<file path="src/rtl/pads_oe_sequencer_if.sv">
// Host request bus of the pad output-enable sequencer.
interface pads_oe_sequencer_if #(
  parameter int unsigned NPAD = 44
);
  logic            req_valid;
  logic            req_ready;
  logic [NPAD-1:0] req_oen;
  logic [NPAD-1:0] req_mask;
  logic [NPAD-1:0] lock_mask;

  modport master (
    output req_valid,
    output req_oen,
    output req_mask,
    output lock_mask,
    input  req_ready
  );

  modport slave (
    input  req_valid,
    input  req_oen,
    input  req_mask,
    input  lock_mask,
    output req_ready
  );
endinterface

</file>
<file path="src/rtl/pads_oe_sequencer.sv">
// Break-before-make sequencer for pad direction changes: release outputs, settle, then drive.
// Keeps a shadow of every pad OEN (1 = input) and honours per-pad locks.
module pads_oe_sequencer #(
  parameter int unsigned     NPAD    = 44,
  parameter int unsigned     SETTLE  = 4,
  parameter int unsigned     CNTW    = 3,
  parameter logic [NPAD-1:0] RST_OEN = 44'hC70_003F_FFBD
) (
  input  logic                 clk,
  input  logic                 reset,
  pads_oe_sequencer_if.slave   host,
  output logic [NPAD-1:0]      cnfg_io,
  output logic [NPAD-1:0]      cnfg_en,
  output logic [NPAD-1:0]      cur_oen,
  output logic                 busy,
  output logic                 done,
  output logic                 lock_hit
);

  typedef enum logic [2:0] {
    IDLE = 3'd0,
    REL  = 3'd1,
    WAIT = 3'd2,
    DRV  = 3'd3,
    DONE = 3'd4
  } state_t;

  state_t          state_q, state_d;
  logic [CNTW-1:0] cnt_q, cnt_d;
  logic [NPAD-1:0] rel_q, rel_d;
  logic [NPAD-1:0] drv_q, drv_d;
  logic [NPAD-1:0] io_d, en_d, cur_d;
  logic            ready_q, ready_d;
  logic            busy_d, done_d, lock_hit_d;

  logic            acc_c;
  logic [NPAD-1:0] eff_c, rel_c, drv_c;

  assign host.req_ready = ready_q;

  // Request decode against the current shadow: only pads that actually flip get strobed
  assign acc_c = host.req_valid & ready_q;
  assign eff_c = host.req_mask & ~host.lock_mask;
  assign rel_c = eff_c &  host.req_oen & ~cur_oen;
  assign drv_c = eff_c & ~host.req_oen &  cur_oen;

  // State register
  always_ff @(posedge clk) begin
    if (reset) begin
      state_q <= IDLE;
    end else begin
      state_q <= state_d;
    end
  end

  // Next state plus the values every registered output takes in that state
  always_comb begin
    state_d    = state_q;
    cnt_d      = cnt_q;
    rel_d      = rel_q;
    drv_d      = drv_q;
    io_d       = cnfg_io;
    lock_hit_d = lock_hit;

    case (state_q)
      IDLE: begin
        if (acc_c) begin
          rel_d      = rel_c;
          drv_d      = drv_c;
          io_d       = host.req_oen;
          lock_hit_d = |(host.req_mask & host.lock_mask);
          if (|rel_c)      state_d = REL;
          else if (|drv_c) state_d = DRV;
          else             state_d = DONE;
        end
      end
      REL: begin
        state_d = WAIT;
        cnt_d   = CNTW'(SETTLE - 1);
      end
      WAIT: begin
        if (cnt_q == '0) begin
          state_d = (|drv_q) ? DRV : DONE;
        end else begin
          cnt_d = cnt_q - CNTW'(1);
        end
      end
      DRV:     state_d = DONE;
      DONE:    state_d = IDLE;
      default: state_d = IDLE;
    endcase

    en_d = '0;
    if (state_d == REL)      en_d = rel_d;
    else if (state_d == DRV) en_d = drv_d;

    cur_d   = (cur_oen & ~en_d) | (io_d & en_d);
    ready_d = (state_d == IDLE);
    busy_d  = (state_d != IDLE);
    done_d  = (state_d == DONE);
  end

  // Datapath and output registers; reset drops any pending strobe immediately
  always_ff @(posedge clk) begin
    if (reset) begin
      cnt_q    <= '0;
      rel_q    <= '0;
      drv_q    <= '0;
      cnfg_io  <= '0;
      cnfg_en  <= '0;
      cur_oen  <= RST_OEN;
      ready_q  <= 1'b1;
      busy     <= 1'b0;
      done     <= 1'b0;
      lock_hit <= 1'b0;
    end else begin
      cnt_q    <= cnt_d;
      rel_q    <= rel_d;
      drv_q    <= drv_d;
      cnfg_io  <= io_d;
      cnfg_en  <= en_d;
      cur_oen  <= cur_d;
      ready_q  <= ready_d;
      busy     <= busy_d;
      done     <= done_d;
      lock_hit <= lock_hit_d;
    end
  end

endmodule

</file>
<file path="src/flat_wrapper.sv">
// flat-port wrapper written by rule: the top's interface ports become plain ports
module pads_oe_sequencer_flat 
#(
  parameter int unsigned     NPAD    = 44,
  parameter int unsigned     SETTLE  = 4,
  parameter int unsigned     CNTW    = 3,
  parameter logic [NPAD-1:0] RST_OEN = 44'hC70_003F_FFBD
)
  (clk, reset, cnfg_io, cnfg_en, cur_oen, busy, done, lock_hit, host_req_valid, host_req_oen, host_req_mask, host_lock_mask, host_req_ready);
  pads_oe_sequencer_if #(.NPAD(NPAD)) host_i ();
  input  logic clk;
  input  logic reset;
  output logic [NPAD-1:0] cnfg_io;
  output logic [NPAD-1:0] cnfg_en;
  output logic [NPAD-1:0] cur_oen;
  output logic busy;
  output logic done;
  output logic lock_hit;
  input wire logic [$bits(host_i.req_valid)-1:0] host_req_valid;
  input wire logic [$bits(host_i.req_oen)-1:0] host_req_oen;
  input wire logic [$bits(host_i.req_mask)-1:0] host_req_mask;
  input wire logic [$bits(host_i.lock_mask)-1:0] host_lock_mask;
  output wire logic [$bits(host_i.req_ready)-1:0] host_req_ready;
  assign host_i.req_valid = host_req_valid;
  assign host_i.req_oen = host_req_oen;
  assign host_i.req_mask = host_req_mask;
  assign host_i.lock_mask = host_lock_mask;
  assign host_req_ready = host_i.req_ready;
  pads_oe_sequencer #(.NPAD(NPAD), .SETTLE(SETTLE), .CNTW(CNTW), .RST_OEN(RST_OEN)) u_core (.clk(clk), .reset(reset), .host(host_i), .cnfg_io(cnfg_io), .cnfg_en(cnfg_en), .cur_oen(cur_oen), .busy(busy), .done(done), .lock_hit(lock_hit));
endmodule
</file>
<file path="config.mk">
export PLATFORM = sky130hd
export DESIGN_NAME = pads_oe_sequencer_flat
export DESIGN_NICKNAME = d
export VERILOG_FILES = /design/src/rtl/pads_oe_sequencer_if.sv /design/src/rtl/pads_oe_sequencer.sv /design/src/flat_wrapper.sv
export SDC_FILE = /design/constraint.sdc
export NUM_CORES = 1
export LEC_CHECK = 0
export BUFFER_PORTS_ARGS = -buffer_cell sky130_fd_sc_hd__buf_2
export CORE_MARGIN = 2
export CORE_UTILIZATION = 35
export CTS_CLUSTER_DIAMETER = 40
export DETAILED_ROUTE_END_ITERATION = 10
export GPL_ROUTABILITY_DRIVEN = 0
export PLACE_DENSITY_LB_ADDON = 0.3
export SLEW_MARGIN = 20
export SYNTH_ARGS = -nofsm -noshare
export SYNTH_HDL_FRONTEND = slang
export SYNTH_SLANG_ARGS = --single-unit
</file>
<file path="constraint.sdc">
create_clock -name clk -period 3.55 [get_ports clk]
set_clock_uncertainty 0.15 [all_clocks]
set_input_delay 0.355 -clock clk [delete_from_list [all_inputs] [get_ports clk]]
set_output_delay 0.355 -clock clk [all_outputs]
set_load 0.005 [all_outputs]
</file>
Word-level counts from Yosys, hierarchy flattened
Cells that the tools add are included.

cells by class
  reduce and logical (&&, ||, !) cells = 11
  bitwise operators = 14
  equality and inequality tests = 7
  muxes and demuxes = 16
  add/sub/neg operators = 1

operators by type and width
  kind                                                 count
  bitwise AND 44 bit                                   8
  2-to-1 mux 44 bit                                    8
  inverter 44 bit                                      4
  OR reduction 44 bit                                  4
  bitwise OR 44 bit                                    1
  2-to-1 mux 3 bit                                     6
  case mux 3 bit (4 select lines)                      1
  equality test 3 x 2 -> 1 bit, second input constant  3
  logical NOT 3 bit                                    3
  equality test 3 x 1 -> 1 bit, second input constant  2
  case mux 3 bit (2 select lines)                      1
  AND reduction 2 bit                                  2
  equality test 3 bit, second input constant           1
  nonzero test 3 bit                                   1
  subtractor 3 x 1 -> 3 bit, second input constant     1
  inequality test 2 bit, second input constant         1
  nonzero test 2 bit                                   1
  bitwise AND 1 bit                                    1

storage, ports and cells
  word-level logic and storage cells = 60
  flip-flop bits (word level) = 230
  bits of input ports = 135
  output and inout bits = 136

Depth between registers and ports, before layout
Gate-level depths: netlist of run 1.

  depth in word-level cells = 15
  gate-level depth with buffers = 11
  gate-level depth less buffers = 9

Worst setup path after synthesis of run 1
Ideal clock, no wire load.

  path kind = input-to-reg
  from = in host_req_mask[41]
  to = reg (tool-made name)
  setup time = 0.123 ns
  data required time = 3.277 ns
  path slack = 0.636 ns
  path buffers = 1
  data arrival time = 2.641 ns
  cell stages on the path = 8
  cell sequence = nor4bb_1 or4_1 or4_1 nor4_2 mux2i_2 buf_6 o21ai_2 mux2_1

RTL lines
  what                RTL line            text
  start: declaration  flat_wrapper.sv:21  input wire logic [$bits(host_i.req_mask)-1:0] host_req_mask;

==> report_table.html, run 1 <==
<table>
<tr><th>Metric</th><th>Value</th></tr>
<tr><th colspan="2">Pwr</th></tr>
<tr><td>Share of total power consumed by net switching</td><td>36.1%</td></tr>
<tr><td>Cell internal pwr</td><td>4.50 mW</td></tr>
<tr><td>Power per cell area</td><td>603 nW/µm²</td></tr>
<tr><td>Fraction of power consumed by sequential logic</td><td>a little over a third</td></tr>
<tr><td>Design Power</td><td>approximately 7.0 mW</td></tr>
<tr><td>Clock network power share</td><td>a little under 30%</td></tr>
<tr><td>P_leak</td><td>~5 nW</td></tr>
<tr><td>Proportion of power drawn by combinational gates</td><td>34.6%</td></tr>
<tr><td>Maximum resistive drop on vdd</td><td>approximately 360 µV</td></tr>
<tr><td>Net switching component of the power</td><td>between 2 and 3 mW</td></tr>
<tr><th colspan="2">Yosys</th></tr>
<tr><td>Distinct cells, synth</td><td>between 50 and 60</td></tr>
<tr><td>Leading cell types by total area after synthesis</td><td>sky130_fd_sc_hd__dfxtp_1 41%, sky130_fd_sc_hd__nor4bb_1 8.6%, sky130_fd_sc_hd__nand2_1 6.6%</td></tr>
<tr><td>Seq cells post-synth</td><td>approximately 190</td></tr>
<tr><td>Synthesized area</td><td>approximately 9000 µm²</td></tr>
<tr><td>Dominant synthesized flop cell</td><td>sky130_fd_sc_hd__dfxtp_1</td></tr>
<tr><td>Proportion of synthesized flip-flops having asynchronous set or reset</td><td>0%</td></tr>
<tr><td>Share of the synthesized area in the top cell type</td><td>about two fifths</td></tr>
<tr><td>Sequential element share of the synthesized area</td><td>approximately 41%</td></tr>
<tr><td>Number of warning messages in the yosys log</td><td>0</td></tr>
<tr><td>Synthesized instance count</td><td>~1100</td></tr>
<tr><td>Dominant cell type by area after synthesis</td><td>sky130_fd_sc_hd__dfxtp_1</td></tr>
<tr><td>Syn_area_per_cell</td><td>approximately 8.5 µm²</td></tr>
<tr><td>Count of flip-flops with a built-in enable after synthesis</td><td>0</td></tr>
<tr><td>Syn nets</td><td>approximately 1200</td></tr>
<tr><th colspan="2">Timing</th></tr>
<tr><td>Fmax</td><td>between 300 and 400 MHz</td></tr>
<tr><td>Max Slew Vio Count</td><td>0</td></tr>
<tr><td>Final hold violation count</td><td>0</td></tr>
<tr><td>Final TNS setup</td><td>0 ns</td></tr>
<tr><td>Slew margin rel.</td><td>roughly a third</td></tr>
<tr><td>Clock period minus final worst setup slack</td><td>3.23 ns</td></tr>
<tr><td>Final worst path period share</td><td>between 90% and 100%</td></tr>
<tr><td>Hold slack final</td><td>between 0.04 and 0.05 ns</td></tr>
<tr><td>RSZ-0062 raised after global routing</td><td>no</td></tr>
<tr><td># setup viols final</td><td>0</td></tr>
<tr><td>Worst-Margin Slew</td><td>roughly 1.0 ns</td></tr>
<tr><th colspan="2">Worst setup path</th></tr>
<tr><td>Register-to-Register Setup Slack</td><td>about 0.32 ns</td></tr>
<tr><td>Critical path peak fanout</td><td>10</td></tr>
<tr><td>Arrival time at the worst endpoint</td><td>between 3 and 4 ns</td></tr>
<tr><td>Critical Path Start Type</td><td>register</td></tr>
<tr><td>Crit Path Category</td><td>register to register</td></tr>
<tr><td>Element type at the critical path end</td><td>register</td></tr>
<tr><td>Worst endpoint required time</td><td>about 3.7 ns</td></tr>
<tr><th colspan="2">Placed design</th></tr>
<tr><td># port buffers</td><td>270</td></tr>
<tr><td>Total placed instance area</td><td>between 10000 and 15000 µm²</td></tr>
<tr><td>Detailed placer's ending HPWL</td><td>between 20000 and 25000 µm</td></tr>
<tr><th colspan="2">Outcome</th></tr>
<tr><td>Result of the run</td><td>finished, final reports clean</td></tr>
<tr><th colspan="2">Final layout</th></tr>
<tr><td>Area of the multi-input gates</td><td>5110 µm²</td></tr>
<tr><td>Final Net Count</td><td>between 1000 and 1500</td></tr>
<tr><td>Final non-filler cell area</td><td>11700 µm²</td></tr>
<tr><td>P&amp;R area growth vs syn</td><td>27.8%</td></tr>
<tr><td>Ratio of cells with drive above 1 in the final layout</td><td>between 20 and 30%</td></tr>
<tr><td>Fraction of the core area covered by cells at the end of the flow</td><td>a little under half</td></tr>
<tr><td>Sequential cell area in the final layout</td><td>~3700 µm²</td></tr>
<tr><td>Filler instances</td><td>between 2000 and 3000</td></tr>
<tr><th colspan="2">Route</th></tr>
<tr><td>WL final</td><td>32500 µm</td></tr>
<tr><td>Vias</td><td>9402</td></tr>
<tr><td>Antenna viol nets, final</td><td>0</td></tr>
<tr><td>Avg WL per Cell</td><td>between 15 and 20 µm</td></tr>
<tr><td>DR vias/cell</td><td>5.57</td></tr>
<tr><td>DRT iter0 DRCs</td><td>between 600 and 700</td></tr>
<tr><td>1st-pass router iterations</td><td>5</td></tr>
<tr><td>Number of remaining DRC errors</td><td>0</td></tr>
<tr><th colspan="2">CTS</th></tr>
<tr><td>Post-CTS resize count</td><td>0</td></tr>
<tr><td>Clock buffers created by TritonCTS</td><td>17</td></tr>
<tr><td>Sink Count</td><td>186</td></tr>
<tr><td>Maximum number of buffers from clock root to sink</td><td>2</td></tr>
<tr><td>Clock input transition at the sequential cells of the worst setup and hold paths</td><td>approximately 0.07 ns</td></tr>
<tr><td>Root buffer cell</td><td>sky130_fd_sc_hd__clkbuf_16</td></tr>
<tr><td>Clock latency at the later pin of the worst-skew pair</td><td>around 0.44 ns</td></tr>
<tr><td>CTS H-tree depth</td><td>4</td></tr>
<tr><td>Hold_buf cts</td><td>0</td></tr>
<tr><td>CTS tree</td><td>done</td></tr>
<tr><td>Number of buffers added for setup after CTS</td><td>0</td></tr>
<tr><th colspan="2">Worst hold path</th></tr>
<tr><td>Worst Hold Class</td><td>input pin to register</td></tr>
<tr><th colspan="2">Die</th></tr>
<tr><td>Width of the die</td><td>166 µm</td></tr>
<tr><td>Number of rows created at floorplan</td><td>59</td></tr>
<tr><td>Die Span Y</td><td>166 µm</td></tr>
<tr><td>Ports placed on the boundary</td><td>271</td></tr>
<tr><td>Starting density of the core</td><td>between 30% and 40%</td></tr>
<tr><td>Die ar.</td><td>27400 µm²</td></tr>
<tr><td>Core Region</td><td>roughly 26000 µm²</td></tr>
<tr><th colspan="2">Global route</th></tr>
<tr><td>Leftover overflow at the end of global routing</td><td>0</td></tr>
<tr><td>First-pass GRT wire length</td><td>about 50000 µm</td></tr>
<tr><td>Maximum number of pins on one net before global-route repair</td><td>between 100 and 150</td></tr>
<tr><td>Number of antenna violations at the first check in global routing</td><td>2</td></tr>
<tr><td>Vias in the first global route</td><td>between 8000 and 9000</td></tr>
<tr><td>Total Routing Usage GR</td><td>approximately 23%</td></tr>
<tr><th colspan="2">Job</th></tr>
<tr><td>Number of max-capacitance violations reported</td><td>0</td></tr>
</table>
## logic make-up (layout without fill, tap and decap cells)
logic type | Yosys count | in the layout | synth area share (%)
simple gates | 533 | 533 | 33.3
compound gates | 232 | 232 | 17.2
flops | 186 | 186 | 40.7
buf+inv | 85 | 359 | 3.74
mux | 39 | 39 | 4.67
fa+ha+maj | 2 | 2 | 0.274
xor+xnor | 1 | 1 | 0.0958
other cells | 0 | 2 | 0
## final timing paths
path,startpoint,end,cells past startpoint
worst min-delay path,host_req_oen[16],u_core.cnfg_io[16],3
worst max register to register,register,register,8
worst max-delay path,register,register,8
worst min register to register,u_core.cnt_q[0],u_core.cnt_q[0],1
## critical path, cell delays in order, from the launching register on
cell and delay (ns):
sky130_fd_sc_hd__dfxtp_1 0.32, sky130_fd_sc_hd__nor4bb_1 0.20, sky130_fd_sc_hd__or4_1 0.54, sky130_fd_sc_hd__or4_1 0.59
sky130_fd_sc_hd__nor4_2 0.39, sky130_fd_sc_hd__mux2i_4 0.15, sky130_fd_sc_hd__buf_4 0.23, sky130_fd_sc_hd__o21ai_1 0.19
sky130_fd_sc_hd__mux2_1 0.33
## layout make-up
type / instances / area share (%)
multi-input cells: 807 / 43.8
flip-flops and latches: 186 / 31.9
repair buffers: 315 / 14.8
clock buffers: 19 / 3.88
well taps: 335 / 3.59
clock inverters: 12 / 1.60
inverters: 13 / 0.418
diodes: 2 / 0.0428
## Yosys cell counts, types with 12 or more instances
cell type	number
sky130_fd_sc_hd__nand3b_1	38
sky130_fd_sc_hd__nor4bb_1	79
sky130_fd_sc_hd__mux2_1	25
sky130_fd_sc_hd__a21oi_1	111
sky130_fd_sc_hd__nor4_1	29
sky130_fd_sc_hd__o21ai_2	16
sky130_fd_sc_hd__mux2i_1	12
sky130_fd_sc_hd__or2_2	26
sky130_fd_sc_hd__nand2_1	160
sky130_fd_sc_hd__dfxtp_1	186
sky130_fd_sc_hd__nor3_1	50
sky130_fd_sc_hd__clkbuf_1	50
sky130_fd_sc_hd__buf_1	16
sky130_fd_sc_hd__nor2_1	98
sky130_fd_sc_hd__o32ai_1	12
sky130_fd_sc_hd__and2_1	12
sky130_fd_sc_hd__inv_1	13
## power groups by stage
stage	Combinational (mW)	Clock, mW	Sequential [mW]
2_1_floorplan	1.51	0	2.55
3_3_place_gp	2.41	0	2.56
3_5_place_dp	2.44	0	2.56
4_1_cts	2.45	2.13	2.52
5_1_grt	2.69	2.20	2.55
6_report	2.44	2.09	2.52
## metrics by stage
step	setup slack, ns	cells
3_3_place_gp	0.245	1656
6_report	0.324	1689
4_1_cts	0.341	1687
3_5_place_dp	0.187	1656
5_1_grt	0.157	1687
2_1_floorplan	0.636	1078
## per-layer routing
metal | up-vias | GRT usage (%) | wire length [µm] | share of wire [%]
li1 | 4520 | - | - | -
met1 | 4467 | 31.7 | 14900 | 46
met2 | 376 | 35.9 | 14700 | 45
met3 | 39 | 4.18 | 2080 | 6.4
met4 | 0 | 7.52 | 817 | 2.5
met5 | - | 0 | 0 | 0
## cell usage in the layout, fill, tap and decap left out, types with 29 or more instances in the layout
cell,instances
sky130_fd_sc_hd__nor4bb_1,79
sky130_fd_sc_hd__nand3b_1,38
sky130_fd_sc_hd__nor4_1,29
sky130_fd_sc_hd__a21oi_1,111
sky130_fd_sc_hd__buf_4,42
sky130_fd_sc_hd__nor2_1,97
sky130_fd_sc_hd__nor3_1,50
sky130_fd_sc_hd__nand2_1,160
sky130_fd_sc_hd__buf_2,269
sky130_fd_sc_hd__dfxtp_1,186
Power figures use the tool's default switching activity.
==> inputs of run 2 (changes only) <==
--- a/config.mk
+++ b/config.mk
@@ -11,7 +11,9 @@
 export CTS_CLUSTER_DIAMETER = 40
 export DETAILED_ROUTE_END_ITERATION = 10
 export GPL_ROUTABILITY_DRIVEN = 0
+export HOLD_SLACK_MARGIN = 0.08
 export PLACE_DENSITY_LB_ADDON = 0.3
+export RECOVER_POWER = 25
 export SLEW_MARGIN = 20
 export SYNTH_ARGS = -nofsm -noshare
 export SYNTH_HDL_FRONTEND = slang
==> run 2 against run 1 <==
  * Sequential power about the same
  * Design area up 2.7%
  * Worst hold slack better by 0.045 ns
  * Critical path type is now input pin to register
  * Largest power group unchanged
  * Highest routed layer unchanged
==> report_table.html, run 2 (same netlist as run 1, synthesis figures left out) <==
<table>
<tr><th>Metric</th><th>Value</th></tr>
<tr><th colspan="2">Outcome</th></tr>
<tr><td>Result of the run</td><td>finished, final reports clean (unchanged)</td></tr>
<tr><th colspan="2">Timing</th></tr>
<tr><td>Final hold violation count</td><td>0 (unchanged)</td></tr>
<tr><td>Fmax</td><td>296 MHz (was 310 MHz)</td></tr>
<tr><td>Worst-Margin Slew</td><td>1.01 ns (about the same)</td></tr>
<tr><td>Final worst path period share</td><td>95.2% (was 90.9%)</td></tr>
<tr><td>RSZ-0062 raised after global routing</td><td>no (unchanged)</td></tr>
<tr><td>Slew margin rel.</td><td>31.7% (was 31.9%)</td></tr>
<tr><td>Final TNS setup</td><td>0 ns (unchanged)</td></tr>
<tr><td>Max Slew Vio Count</td><td>0 (unchanged)</td></tr>
<tr><td>Clock period minus final worst setup slack</td><td>3.38 ns (was 3.23 ns)</td></tr>
<tr><td># setup viols final</td><td>0 (unchanged)</td></tr>
<tr><th colspan="2">Route</th></tr>
<tr><td>WL final</td><td>32700 µm (was 32500 µm)</td></tr>
<tr><td>Avg WL per Cell</td><td>19.0 µm (was 19.2 µm)</td></tr>
<tr><td>Met3 Wirelength</td><td>2300 µm (was 2080 µm)</td></tr>
<tr><td>Wire length on met1</td><td>14700 µm (was 14900 µm)</td></tr>
<tr><td>Number of remaining DRC errors</td><td>0 (unchanged)</td></tr>
<tr><td>Vias</td><td>9509 (was 9402)</td></tr>
<tr><td>Highest routing layer actually used</td><td>met4 (unchanged)</td></tr>
<tr><td>1st-pass router iterations</td><td>6 (was 5)</td></tr>
<tr><td>Antenna viol nets, final</td><td>0 (unchanged)</td></tr>
<tr><td>DRT iter0 DRCs</td><td>576 (was 676)</td></tr>
<tr><td>DR vias/cell</td><td>5.51 (was 5.57)</td></tr>
<tr><td>Met2 wire len</td><td>15000 µm (was 14700 µm)</td></tr>
<tr><th colspan="2">CTS</th></tr>
<tr><td>Root buffer cell</td><td>sky130_fd_sc_hd__clkbuf_16 (unchanged)</td></tr>
<tr><td>Post-CTS resize count</td><td>0 (unchanged)</td></tr>
<tr><td>CTS H-tree depth</td><td>4 (unchanged)</td></tr>
<tr><td>Maximum number of buffers from clock root to sink</td><td>2 (unchanged)</td></tr>
<tr><td>CTS tree</td><td>done (unchanged)</td></tr>
<tr><td>Number of buffers added for setup after CTS</td><td>0 (unchanged)</td></tr>
<tr><td>Clock buffers created by TritonCTS</td><td>17 (unchanged)</td></tr>
<tr><td>Hold_buf cts</td><td>37 (was 0)</td></tr>
<tr><td>Sink Count</td><td>186 (unchanged)</td></tr>
<tr><td>Clock latency at the later pin of the worst-skew pair</td><td>0.44 ns (about the same)</td></tr>
<tr><td>Clock input transition at the sequential cells of the worst setup and hold paths</td><td>0.07 ns (about the same)</td></tr>
<tr><th colspan="2">Final layout</th></tr>
<tr><td>P&amp;R area growth vs syn</td><td>31.2% (was 27.8%)</td></tr>
<tr><td>Commonest non-fill, non-tap cell in the layout</td><td>sky130_fd_sc_hd__buf_2 (unchanged)</td></tr>
<tr><td>Most used cells in the layout excluding fill and tap cells</td><td>228 x sky130_fd_sc_hd__buf_2, 186 x sky130_fd_sc_hd__dfxtp_1, 160 x sky130_fd_sc_hd__nand2_1, 111 x sky130_fd_sc_hd__a21oi_1, 97 x sky130_fd_sc_hd__nor2_1 (was 269 x sky130_fd_sc_hd__buf_2, 186 x sky130_fd_sc_hd__dfxtp_1, 160 x sky130_fd_sc_hd__nand2_1, 111 x sky130_fd_sc_hd__a21oi_1, 97 x sky130_fd_sc_hd__nor2_1)</td></tr>
<tr><td>Ratio of cells with drive above 1 in the final layout</td><td>26.0% (was 29.7%)</td></tr>
<tr><td>Final Net Count</td><td>1514 (was 1477)</td></tr>
<tr><th colspan="2">Job</th></tr>
<tr><td>Number of max-capacitance violations reported</td><td>0 (unchanged)</td></tr>
<tr><th colspan="2">Worst setup path</th></tr>
<tr><td>Critical path peak fanout</td><td>10 (unchanged)</td></tr>
<tr><td>Arrival time at the worst endpoint</td><td>3.54 ns (was 3.39 ns)</td></tr>
<tr><td>Critical Path Start Type</td><td>input pin (was register)</td></tr>
<tr><td>Worst endpoint required time</td><td>3.71 ns (about the same)</td></tr>
<tr><td>Crit Path Category</td><td>input pin to register (was register to register)</td></tr>
<tr><td>Element type at the critical path end</td><td>register (unchanged)</td></tr>
<tr><th colspan="2">Pwr</th></tr>
<tr><td>P_leak</td><td>4.88 nW (was 4.90 nW)</td></tr>
<tr><td>Design Power</td><td>7.06 mW (was 7.05 mW)</td></tr>
<tr><td>Power per cell area</td><td>589 nW/µm² (was 603 nW/µm²)</td></tr>
<tr><td>Maximum resistive drop on vdd</td><td>355 µV (was 361 µV)</td></tr>
<tr><th colspan="2">Global route</th></tr>
<tr><td>Total Routing Usage GR</td><td>23.1% (was 22.8%)</td></tr>
<tr><td>First-pass GRT wire length</td><td>50600 µm (was 50000 µm)</td></tr>
<tr><td>Maximum number of pins on one net before global-route repair</td><td>118 (unchanged)</td></tr>
<tr><td>Vias in the first global route</td><td>9130 (was 8932)</td></tr>
<tr><td>Leftover overflow at the end of global routing</td><td>0 (unchanged)</td></tr>
<tr><td>Number of antenna violations at the first check in global routing</td><td>2 (unchanged)</td></tr>
<tr><th colspan="2">Die</th></tr>
<tr><td>Number of rows created at floorplan</td><td>59 (unchanged)</td></tr>
<tr><td>Die ar.</td><td>27400 µm² (unchanged)</td></tr>
<tr><td>Ports placed on the boundary</td><td>271 (unchanged)</td></tr>
<tr><td>Starting density of the core</td><td>35.4% (unchanged)</td></tr>
<tr><td>Die Span Y</td><td>166 µm (unchanged)</td></tr>
<tr><td>Core Region</td><td>25800 µm² (unchanged)</td></tr>
<tr><td>Width of the die</td><td>166 µm (unchanged)</td></tr>
<tr><th colspan="2">Worst hold path</th></tr>
<tr><td>Worst Hold Class</td><td>input pin to register (unchanged)</td></tr>
<tr><th colspan="2">Placed design</th></tr>
<tr><td>Detailed placer's ending HPWL</td><td>24600 µm (unchanged)</td></tr>
<tr><td># port buffers</td><td>270 (unchanged)</td></tr>
</table>
[run 2: cell types whose count changed in the layout (fill, tap and decap cells not counted), sizes merged]
cell / before / now
buf: 315 / 275
clkbuf: 19 / 59
dlygate4sd3: 0 / 37
[run 2: final cells by class]
cell class	instances	area [µm²]
antenna	2	5.00
clock buffer	19	453
clock inverter	12	186
fill	2582	13800
inverter	13	48.8
multi-input combinational	807	5110
sequential	186	3720
tap	335	419
timing repair buffer	352	2050
[run 2: metrics by stage]
| step | area, µm² | util [%] | instances | hold slack (ns) | setup WS [ns] |
|---|---|---|---|---|---|
| global route | 12000 | 46.4 | 1724 | 0.0969 | 0.0234 |
| CTS | 12000 | 46.6 | 1724 | 0.0807 | 0.198 |
| global placement | 11000 | 42.7 | 1656 | 0.308 | 0.245 |
| detailed placement | 11000 | 42.7 | 1656 | 0.308 | 0.187 |
| floorplan | 9140 | - | 1078 | 0.293 | 0.636 |
| finish | 12000 | 46.4 | 1726 | 0.0940 | 0.171 |
[run 2: worst max-delay path: stages]
cell and delay (ns):
sky130_fd_sc_hd__dlygate4sd3_1 0.52, sky130_fd_sc_hd__buf_2 0.12, sky130_fd_sc_hd__nor4bb_1 0.12, sky130_fd_sc_hd__or4_1 0.54
sky130_fd_sc_hd__or4_1 0.59, sky130_fd_sc_hd__nor4_2 0.38, sky130_fd_sc_hd__mux2i_4 0.15, sky130_fd_sc_hd__buf_4 0.23
sky130_fd_sc_hd__o21ai_1 0.19, sky130_fd_sc_hd__mux2_1 0.34
[run 2: report_power, final]
| part | total (mW) | switching [mW] | internal (mW) |
|---|---|---|---|
| Combinational | 2.45 | 1.51 | 0.943 |
| Clock | 2.09 | 0.863 | 1.22 |
| Sequential | 2.52 | 0.173 | 2.35 |
[run 2: routing by layer]
| metal | track usage [%] | vias up |
|---|---|---|
| li1 | - | 4583 |
| met1 | 31.8 | 4488 |
| met2 | 36.7 | 401 |
| met3 | 4.32 | 37 |
| met4 | 7.22 | 0 |
| met5 | 0 | - |
[run 2: worst paths after layout]
path	startpoint	to	slack, ns	cells after the start
hold / removal	host_req_oen[24]	u_core.cnfg_io[24]	0.09	3
hold reg to reg	u_core.cnt_q[0]	u_core.cnt_q[0]	0.32	1
setup / recovery	host_req_oen[37]	register	0.17	10
setup reg to reg	register	register	0.32	8
